<file path="config.mk">
export PLATFORM = sky130hd
export DESIGN_NAME = word_arith_divu8
export DESIGN_NICKNAME = d
export VERILOG_FILES = /design/src/rtl/word_arith_pkg.sv /design/src/rtl/word_arith_divu8.sv
export SDC_FILE = /design/constraint.sdc
export NUM_CORES = 1
export LEC_CHECK = 0
export CORE_MARGIN = 2
export CORE_UTILIZATION = 36
export DETAILED_ROUTE_END_ITERATION = 6
export HOLD_SLACK_MARGIN = 0.1
export SYNTH_ARGS = -nofsm -noshare
export SYNTH_HDL_FRONTEND = slang
export SYNTH_SLANG_ARGS = --single-unit
</file>
<file path="constraint.sdc">
create_clock -name clk -period 2.9 [get_ports clk]
set_input_delay 0.58 -clock clk [delete_from_list [all_inputs] [get_ports clk]]
set_output_delay 0.58 -clock clk [all_outputs]
set_load 0.03 [all_outputs]
</file>
<file path="src/rtl/word_arith_pkg.sv">
// Shared types and constants for the word-arithmetic response checker.
package word_arith_pkg;

  typedef enum logic [2:0] {
    IDLE,
    SQR,
    MUL,
    DIV,
    MOD,
    CMP
  } state_t;

  localparam logic [7:0] ADD_K     = 8'd1;
  localparam logic [7:0] SUB_K     = 8'd2;
  localparam logic [7:0] DIV_K     = 8'd3;
  localparam logic [7:0] SKIP_STIM = 8'hFF;

  localparam int ITER_N = 8;
  localparam logic [2:0] ITER_LAST = 3'(ITER_N - 1);

  // Maybe-encoded response word: Just flag above an 8-bit payload
  localparam int FLAG_BIT = 8;
  localparam int DATA_MSB = 7;

endpackage

</file>
<file path="src/rtl/word_arith_divu8.sv">
// 8-bit iterative restoring divider, one quotient bit per cycle.
// The start cycle already performs the first step, so a result is
// ready in the cycle after done is high (8 cycles from start).
module word_arith_divu8
  import word_arith_pkg::*;
(
  input  logic       clk,
  input  logic       rst,
  input  logic       start,
  input  logic [7:0] dividend,
  input  logic [7:0] divisor,
  output logic [7:0] quot,
  output logic [7:0] rem,
  output logic       done
);

  logic [7:0] q_r, r_r, d_r;
  logic [2:0] cnt;
  logic [7:0] step_q, step_r, step_d;
  logic [8:0] trial, diff;
  logic [7:0] q_nxt, r_nxt;

  // One restoring step on either fresh operands (start) or the running state
  always_comb begin
    step_q = start ? dividend : q_r;
    step_r = start ? 8'd0 : r_r;
    step_d = start ? divisor : d_r;
    trial  = {step_r, step_q[7]};
    diff   = trial - {1'b0, step_d};
    if (trial >= {1'b0, step_d}) begin
      r_nxt = diff[7:0];
      q_nxt = {step_q[6:0], 1'b1};
    end else begin
      r_nxt = trial[7:0];
      q_nxt = {step_q[6:0], 1'b0};
    end
  end

  // Iteration registers; cnt counts the steps still outstanding
  always_ff @(posedge clk or posedge rst) begin
    if (rst) begin
      q_r <= 8'd0;
      r_r <= 8'd0;
      d_r <= 8'd0;
      cnt <= 3'd0;
    end else if (start) begin
      q_r <= q_nxt;
      r_r <= r_nxt;
      d_r <= divisor;
      cnt <= ITER_LAST;
    end else if (cnt != 3'd0) begin
      q_r <= q_nxt;
      r_r <= r_nxt;
      cnt <= cnt - 3'd1;
    end
  end

  assign quot = q_r;
  assign rem  = r_r;
  assign done = (cnt == 3'd1);

endmodule

</file>
==> results by group, run 1 <==
Logic synthesis
  • Avg Cell Area, Syn: 9.71 um^2
  • FF+latch count, synth: 27
  • Top-area cell type share of the netlist area: 0.409
  • Post-synthesis cell area: 0.00165 mm^2
  • Ys Warns: 0
  • Post-synthesis sequential area ratio: 0.409
  • Synth area leader: dfrtp_1
  • Synth cell types: 38
  • Synth area leaders: dfrtp_1, mux2i_1, ha_1, nand2_1, o21ai_0
  • Cell count after synthesis: 170
  • Net Count, Synth: 201

Setup path
  • Crit path to: rem[4]
  • Critical R2R Capture: rem[4]
  • Worst path max stage delay: 0.51 ns
  • CP Max Fanout: 13
  • Reg2reg start: quot[7]
  • Reg2Reg Depth: 8
  • Worst Setup SP: start
  • Required time of the critical path: 3.07 ns
  • Worst Path Arrival: 2.97 ns
  • R2r setup slk: 0.68 ns
  • Worst path slowest cell: clkdlybuf4s50_1
  • Path type of the worst setup path: in -> reg
  • Setup crit start kind: primary input
  • Cell chain of the critical path: clkdlybuf4s50_1 > buf_12 > mux2i_2 > ha_2 > inv_1 > fa_1 > a21o_1 > a21oi_2 > xnor2_1 > a221o_1
  • Critical Path Sink Type: flip-flop

Flow run
  • Max-cap violations: 0

Cells and area
  • Non-Filler Instances: 290
  • Most frequent cells in the layout: clkdlybuf4s50_1, buf_4, dfrtp_1
  • Filler Cell Count: between 300 and 400
  • Post-route cell area: 0.00237 mm^2
  • Total Nets Final: 270
  • Area growth from synthesis to layout: 43.7%
  • Most common cell after layout, fill and taps aside: clkdlybuf4s50_1
  • Post-layout util: 0.541
  • Antenna Cells: 0
  • Share of post-route cells with drive strength above 1: 0.202

Global route
  • GRT Util Overall: 0.185
  • Remaining Overflow, GRT: 0
  • Vias in the first global route: 1552
  • Largest net degree at the start of global routing: 28
  • Initial antenna violation count: 0
  • First-pass GRT wire length: 7450 um

Die
  • Core area: around 0.0044 mm^2
  • Die Width: 71.7 um
  • Die height: around 70 um
  • Ports: 36
  • Rows: 24
  • Initial core utilization: 0.376
  • Die area: 0.00514 mm^2

Clock tree
  • CTS clk-pin slew, worst paths: 0.10 ns
  • CTS H-tree lvls: 1
  • CTS sink count: 27
  • CTS Hold Bufs: 0
  • CTS Buf Count: 3
  • Post-CTS Resized: 0
  • Root buffer selected by CTS: clkbuf_8
  • Clock buffer depth: 2
  • Clk_lat worst skew: 0.28 ns
  • Setup Fix Bufs, Post-CTS: 0
  • Clock tree from TritonCTS: done

STA
  • Setup TNS: 0 ns
  • Max-slew headroom: 0.755
  • Setup-failing EPs final: 0
  • Worst clock skew: about 0.0055 ns
  • Fin crit share: 0.967
  • Final hold vios: 0
  • Slew Limit Fails: 0
  • Min Tclk post-route: 2.80 ns
  • Slew @ Worst Pin: 0.368 ns
  • Fmax: 357 MHz

Routing
  • Vias: 1479
  • Final WL: 4430 um
  • DRT iter0 DRCs: 73
  • Drt pass-1 iters: 4
  • Drt via density: 5.10
  • Wire per inst: 15.3 um
  • Final ANT Viol Nets: 0
  • DRC violations left: 0

Place
  • HPWL after DPL: 3490 um
  • Post-placement cell area: 0.00231 mm^2
  • Gpl congestion: 0.892
  • PortBufs: 35
  • Placed Cells incl. Taps: between 200 and 300

Pwr
  • Power per Cell Area: 673 mW/mm^2
  • Final Power: 0.00160 W
  • IR drop worst, VDD: 280 uV
  • Leak: approximately 1.2 nW

Worst hold path
  • HP Class: reg -> reg

Status
  • Status: finished clean
-- cell families (layout without fill, tap and decap cells) --
logic type | after synthesis | in the layout | synth area share
adder cells (fa/ha/maj) | 12 | 12 | 0.0955
flip-flops | 27 | 27 | 0.409
AO/OA/AOI/OAI | 41 | 41 | 0.172
AND/OR/NAND/NOR | 49 | 49 | 0.145
multiplexers | 16 | 16 | 0.0978
XOR/XNOR | 7 | 7 | 0.0372
buffers and inverters | 18 | 86 | 0.0432
-- registers in the layout, summed over array words and instances, names as in the netlist --
| signal | flops |
|---|---|
| d_r | 8 |
| quot | 8 |
| rem | 8 |
| cnt | 3 |
-- metrics by stage --
stage | setup slack (ns) | hold WS (ns)
floorplan | 0.319 | 0.453
global placement | -0.178 | 0.477
detailed placement | -0.252 | 0.483
CTS | 0.0504 | 0.507
global route | -0.0363 | 0.541
finish | 0.0963 | 0.499
-- Yosys cell counts --
cell type	instances
a211oi_1	1
o31a_1	1
a21o_1	2
nand3b_1	1
a221oi_2	1
and3_1	1
inv_2	1
ha_1	11
nand3_1	3
mux2i_1	15
nand4_1	1
o2bb2ai_1	1
a22o_1	2
o31a_2	1
and2_1	2
a32oi_1	1
nor3_1	4
xnor2_1	4
dfrtp_1	27
inv_1	12
nand2_1	18
clkbuf_1	2
o31ai_1	2
mux2_2	1
and2b_1	2
a31oi_1	2
o31ai_2	1
o21ai_0	12
a41oi_1	1
a21oi_2	1
a21oi_1	9
nand2b_1	3
buf_2	3
fa_1	1
a221o_1	3
nor2b_1	7
nor2_1	7
xor2_1	3
-- area by class of cell --
class | instances | area (um^2) | share of cell area
clock inverter | 1 | 5.00 | 0.00211
tap | 52 | 65.1 | 0.0274
multi-input combinational | 125 | 918 | 0.387
timing repair buffer | 69 | 618 | 0.261
clock buffer | 3 | 41.3 | 0.0174
sequential | 27 | 676 | 0.285
inverter | 13 | 48.8 | 0.0206
-- worst min path at each step --
stage	startpoint	depth (start not counted)	slack [ns]	endpoint
2_1_floorplan	d_r[2]	2	0.45	d_r[2]
3_3_place_gp	d_r[2]	2	0.48	d_r[2]
4_1_cts	d_r[2]	2	0.51	d_r[2]
5_1_grt	d_r[0]	1	0.54	d_r[0]
3_5_place_dp	d_r[2]	2	0.48	d_r[2]
6_report	d_r[2]	2	0.50	d_r[2]
-- metal layers --
layer / global-route usage / up-vias / wire length (um)
met4: 0.0566 / 0 / 65
met2: 0.331 / 35 / 2150
met1: 0.226 / 702 / 2010
met3: 0.0309 / 7 / 204
li1: - / 735 / -
met5: 0 / - / 0
-- critical path: cells and delay by family --
kind / cells / cell delay, ns
multiplexers: 1 / 0.26
adder cells (fa/ha/maj): 2 / 0.64
buffers and inverters: 3 / 0.73
XOR/XNOR: 1 / 0.10
AO/OA/AOI/OAI: 3 / 0.65
-- power by group --
group,total (W),internal [W],switching [W]
sequential,0.000512,0.000454,0.0000578
clock,0.000223,0.0000967,0.000127
combinational,0.000860,0.000418,0.000442
total,0.00160,0.000969,0.000627
Power figures use the tool's default switching activity.
==> run 2, diff against run 1 <==
--- a/config.mk
+++ b/config.mk
@@ -5,7 +5,7 @@
 export SDC_FILE = /design/constraint.sdc
 export NUM_CORES = 1
 export LEC_CHECK = 0
-export CORE_MARGIN = 2
+export CORE_MARGIN = 5
 export CORE_UTILIZATION = 36
 export DETAILED_ROUTE_END_ITERATION = 6
 export HOLD_SLACK_MARGIN = 0.1
==> constraint.sdc (replaced) <==
create_clock -name clk -period 2.8 [get_ports clk]
set_input_delay 0.56 -clock clk [delete_from_list [all_inputs] [get_ports clk]]
set_output_delay 0.56 -clock clk [all_outputs]
set_load 0.03 [all_outputs]
==> results by group, run 2 (synthesis gave the netlist of run 1 again) <==
Setup path
  • Worst path slowest cell: clkdlybuf4s50_1
  • Reg2Reg Depth: 7
  • Delay-heaviest family, CP: compound AO/OA/AOI/OAI gates
  • CP Max Fanout: 7
  • R2r setup slk: 0.65 ns
  • Path type of the worst setup path: in -> reg
  • Crit path buf inv count: 2
  • Reg2reg start: rem[5]
  • Worst Path Arrival: 2.91 ns
  • Cell chain of the critical path: clkdlybuf4s50_1 > buf_6 > mux2i_4 > ha_4 > a21o_1 > a221oi_4 > o31ai_4 > o31a_1 > a22o_1
  • Worst path max stage delay: 0.49 ns
  • Required time of the critical path: 2.97 ns
  • Critical R2R Capture: rem[2]
  • Setup crit start kind: primary input
  • Critical Path Sink Type: flip-flop

Global route
  • Initial antenna violation count: 0
  • Vias in the first global route: 1578
  • Remaining Overflow, GRT: 0
  • Largest net degree at the start of global routing: 28
  • First-pass GRT wire length: roughly 7600 um
  • GRT Util Overall: 0.155

Worst hold path
  • Hold_sp: d_r[3]
  • Hold path depth: 2
  • HP Class: reg -> reg
  • Min-Delay Endpoint: d_r[3]

Routing
  • Wire per inst: about 15 um
  • Vias: around 1500
  • Drt pass-1 iters: 4
  • Final WL: 4560 um
  • DRC violations left: 0
  • DRT iter0 DRCs: 53
  • Final ANT Viol Nets: 0
  • Drt via density: 5.05

STA
  • Slew Limit Fails: 0
  • Slew @ Worst Pin: 0.716 ns
  • Fin crit share: 0.976
  • Worst clock skew: 0.00394 ns
  • Final hold vios: 0
  • Final worst setup slack: 0.0660 ns
  • Max-slew headroom: 0.523
  • Setup-failing EPs final: 0
  • Min Tclk post-route: between 2 and 3 ns
  • Setup TNS: 0 ns
  • Fmax: approximately 370 MHz

Pwr
  • Power per Cell Area: 688 mW/mm^2
  • IR drop worst, VDD: 421 uV
  • Int Power: roughly 0.0011 W
  • Clock share of power: 0.129
  • Seq pwr share: 0.309
  • Switching power: 0.000675 W
  • Sw frac: 0.389
  • Combinational power share: 0.562
  • Leak: between 1 and 1.5 nW

Cells and area
  • Share of post-route cells with drive strength above 1: 0.266
  • FF+latch area: 676 um^2
  • Most common cell after layout, fill and taps aside: buf_4
  • Total Nets Final: 276
  • Most frequent cells in the layout: buf_4, clkdlybuf4s50_1, dfrtp_1
  • Area growth from synthesis to layout: 52.9%
  • Antenna Cells: 0
  • Multi-input gate area: 0.00102 mm^2
  • Filler Cell Count: roughly 390
  • Post-layout util: 0.572

Clock tree
  • CTS Buf Count: 3
  • CTS Hold Bufs: 0
  • Clock buffer depth: 2
  • Root buffer selected by CTS: clkbuf_8
  • CTS H-tree lvls: 1
  • CTS clk-pin slew, worst paths: 0.09 ns
  • Clock tree from TritonCTS: done
  • CTS sink count: 27
  • Clk_lat worst skew: between 0.2 and 0.3 ns

Place
  • Worst slack, placed: -0.336 ns
  • PortBufs: 35
  • Gpl congestion: 0.864
  • HPWL after DPL: 3590 um

Die
  • Rows: 24
  • Die Width: 77.7 um
  • Die height: 77.7 um
  • Ports: 36
  • Die area: 0.00604 mm^2
  • Initial core utilization: 0.374
  • Core area: around 0.0044 mm^2

Flow run
  • Max-cap violations: 0

Status
  • Status: finished clean
[run 2: worst max-delay path by stage]
stage | start | endpoint | cells past startpoint
4_1_cts | start | rem[2] | 9
3_3_place_gp | start | rem[6] | 11
5_1_grt | start | rem[2] | 9
2_1_floorplan | start | rem[1] | 8
3_5_place_dp | start | rem[6] | 11
6_report | start | rem[2] | 9
[run 2: power groups by stage]
stage / clock network [W] / registers (W) / logic, W
2_1_floorplan: 0 / 0.000653 / 0.000376
4_1_cts: 0.000232 / 0.000530 / 0.000918
3_3_place_gp: 0 / 0.000538 / 0.000896
5_1_grt: 0.000251 / 0.000552 / 0.00106
6_report: 0.000225 / 0.000536 / 0.000976
3_5_place_dp: 0 / 0.000536 / 0.000908
[run 2: per-stage QoR]
| step | total power, W | area [um^2] | cells | hold slack, ns |
|---|---|---|---|---|
| after detailed placement | 0.00144 | 2350 | 291 | 0.488 |
| after floorplan | 0.00103 | 1650 | 170 | 0.453 |
| after global placement | 0.00143 | 2350 | 291 | 0.484 |
| after global routing | 0.00186 | 2520 | 296 | 0.536 |
| final | 0.00174 | 2520 | 296 | 0.499 |
| after CTS | 0.00168 | 2410 | 295 | 0.512 |
[run 2: repair_timing]
item                                    4_1_cts  5_1_grt
cloned                                        0        0
endpoints found under the setup margin        2        8
buffers inserted                              0        1
gates resized for setup                       3       18
pin swaps                                     1        5
[run 2: final cells by class]
class / count / share of cell area
multi-input combinational: 125 / 0.405
sequential: 27 / 0.268
timing repair buffer: 75 / 0.264
tap: 52 / 0.0258
inverter: 13 / 0.0193
clock buffer: 3 / 0.0164
clock inverter: 1 / 0.00198
[run 2: worst register-to-register path: stages, from the launching register on]
cell and delay, ns:
dfrtp_1 0.40, and2b_1 0.21, ha_4 0.23, a21o_1 0.22, a221oi_4 0.31, o31ai_4 0.15
o31a_1 0.32, a22o_1 0.20
[run 2: per-layer routing]
metal	routed length (um)	vias to the layer above	global-route usage
li1	-	751	-
met1	2050	689	0.208
met2	2160	47	0.254
met3	282	7	0.0231
met4	72	0	0.0567
met5	0	-	0
==> run 3, diff against run 2 <==
--- a/config.mk
+++ b/config.mk
@@ -9,6 +9,7 @@
 export CORE_UTILIZATION = 36
 export DETAILED_ROUTE_END_ITERATION = 6
 export HOLD_SLACK_MARGIN = 0.1
+export RECOVER_POWER = 50
 export SYNTH_ARGS = -nofsm -noshare
 export SYNTH_HDL_FRONTEND = slang
 export SYNTH_SLANG_ARGS = --single-unit
==> constraint.sdc (replaced) <==
create_clock -name clk -period 2.5 [get_ports clk]
set_input_delay 0.5 -clock clk [delete_from_list [all_inputs] [get_ports clk]]
set_output_delay 0.5 -clock clk [all_outputs]
set_load 0.03 [all_outputs]
==> results by group, run 3 (synthesis gave the netlist of run 1 again) <==
Status
  • Status: finished clean

Clock tree
  • CTS H-tree lvls: 1
  • CTS Buf Count: 3
  • Root buffer selected by CTS: clkbuf_8
  • Clock tree from TritonCTS: done
  • CTS clk-pin slew, worst paths: ~0.10 ns
  • Clk_lat worst skew: between 0.2 and 0.3 ns
  • Clock buffer depth: 2
  • CTS sink count: 27

Die
  • Core area: 0.00441 mm^2
  • Die height: between 70 and 80 um
  • Ports: 36
  • Rows: 24
  • Die area: 0.00604 mm^2
  • Initial core utilization: 0.374
  • Die Width: 77.7 um

Global route
  • Initial antenna violation count: 0
  • Remaining Overflow, GRT: 0
  • Vias in the first global route: 1632
  • First-pass GRT wire length: 8180 um
  • GRT Util Overall: 0.168
  • Largest net degree at the start of global routing: 28

STA
  • Slew @ Worst Pin: between 1 and 1.5 ns
  • Final worst setup slack: 0.0410 ns
  • Fmax: approximately 400 MHz
  • Setup-failing EPs final: 0
  • Min Tclk post-route: roughly 2.5 ns
  • Max-slew headroom: 0.0221
  • Fin crit share: 0.984
  • Worst clock skew: around 0.009 ns
  • Slew Limit Fails: 0
  • Final hold vios: 0

Cells and area
  • Antenna Cells: 0
  • Total Nets Final: approximately 280
  • Non-Filler Instances: 302
  • Share of post-route cells with drive strength above 1: 0.288
  • Area growth from synthesis to layout: 56.8%
  • Most common cell after layout, fill and taps aside: buf_4
  • Most frequent cells in the layout: buf_4, clkdlybuf4s50_1, dfrtp_1
  • Filler Cell Count: 374

Pwr
  • Seq pwr share: 0.301
  • Combinational power share: 0.571
  • IR drop worst, VDD: 374 uV
  • Sw frac: 0.392
  • Switching power: 0.000786 W
  • Clock share of power: 0.129
  • Leak: about 1.2 nW
  • Int Power: 0.00122 W
  • Power per Cell Area: 776 mW/mm^2

Place
  • Placed Cells incl. Taps: 292
  • Worst slack, placed: -0.765 ns
  • Gpl congestion: 0.834
  • HPWL after DPL: 3600 um
  • PortBufs: 35

Setup path
  • Reg2Reg Depth: 7
  • CP Max Fanout: 4
  • Cell chain of the critical path: clkdlybuf4s50_1 > mux2i_4 > ha_1 > a21o_1 > a221oi_4 > o31a_2 > a21oi_2 > a221o_1
  • Reg2reg start: rem[5]
  • Worst Path Arrival: 2.62 ns
  • Worst path slowest cell: clkdlybuf4s50_1
  • R2r setup slk: roughly 0.26 ns
  • Critical R2R Capture: rem[4]
  • Required time of the critical path: 2.66 ns
  • Critical Path Sink Type: flip-flop
  • Path type of the worst setup path: in -> reg
  • Setup crit start kind: primary input
  • Worst path max stage delay: 0.50 ns

Routing
  • Final ANT Viol Nets: 0
  • Vias: ~1500
  • Wire per inst: 15.7 um
  • DRT iter0 DRCs: 54
  • Drt pass-1 iters: 4
  • DRC violations left: 0
  • Final WL: ~4700 um
  • Drt via density: 5.11

Flow run
  • Max-cap violations: 0

Worst hold path
  • Hold_sp: cnt[2]
  • Hold path depth: 1
  • HP Class: reg -> reg
  • Min-Delay Endpoint: cnt[2]
## run 3: changes by cell type in the layout (fill, tap and decap cells not counted), moves of 2 or more
| cell | change |
|---|---|
| clkdlybuf4s50_1 | -2 |
| buf_4 | +5 |
| clkbuf_1 | +2 |
| mux2i_1 | -2 |
| mux2i_4 | +2 |
## run 3: power by group through the flow
stage                     logic (W)  registers [W]  clock network, W
after floorplan            0.000422       0.000732                 0
after global placement      0.00102       0.000604                 0
after detailed placement    0.00103       0.000604                 0
after CTS                   0.00110       0.000604          0.000262
after global routing        0.00124       0.000617          0.000287
final                       0.00115       0.000604          0.000258
## run 3: worst max-delay path, delay by kind of cell
family                   cells  cell delay, ns
multiplexers                 1            0.08
adder cells (fa/ha/maj)      1            0.30
buffers and inverters        1            0.50
AO/OA/AOI/OAI                5            1.21
## run 3: metal layers
layer | global-route usage | vias up | part of all wire
met4 | 0.0498 | 0 | 0.010
met1 | 0.226 | 728 | 0.45
li1 | - | 763 | -
met2 | 0.273 | 48 | 0.49
met3 | 0.0324 | 5 | 0.057
met5 | 0 | - | 0
## run 3: stage by stage
step / total power, W / instance area [um^2] / TNS [ns] / utilization / hold slack (ns)
global placement: 0.00162 / 2350 / -4.74 / 0.532 / 0.499
detailed placement: 0.00163 / 2350 / -5.28 / 0.532 / 0.495
floorplan: 0.00115 / 1650 / 0 / - / 0.453
global route: 0.00214 / 2590 / -0.0105 / 0.586 / 0.568
finish: 0.00201 / 2590 / 0 / 0.586 / 0.532
CTS: 0.00197 / 2530 / 0 / 0.573 / 0.542
## run 3: timing repair
action / in CTS / in global routing
cloned: 1 / 0
setup buffers: 1 / 4
gates resized for setup: 24 / 8
pin swaps: 3 / 3
endpoints found under the setup margin: 9 / 6
hold buffers: 0 / 0
## run 3: how the worst max path moves through the flow
stage / slack (ns) / startpoint / depth (start not counted) / to
after floorplan: 0.01 / start / 8 / rem[1]
after global placement: -0.68 / start / 11 / rem[6]
after detailed placement: -0.76 / start / 11 / rem[6]
after CTS: 0.08 / start / 10 / rem[4]
after global routing: -0.01 / divisor[6] / 8 / rem[4]
final: 0.04 / divisor[6] / 8 / rem[4]
## run 3: layout make-up
cell class	instances	area (um^2)	share of cell area
well taps	52	65.1	0.0251
repair buffers	81	699	0.270
multi-input cells	125	1050	0.407
inverters	13	48.8	0.0189
flip-flops and latches	27	676	0.261
clock buffers	4	45.0	0.0174
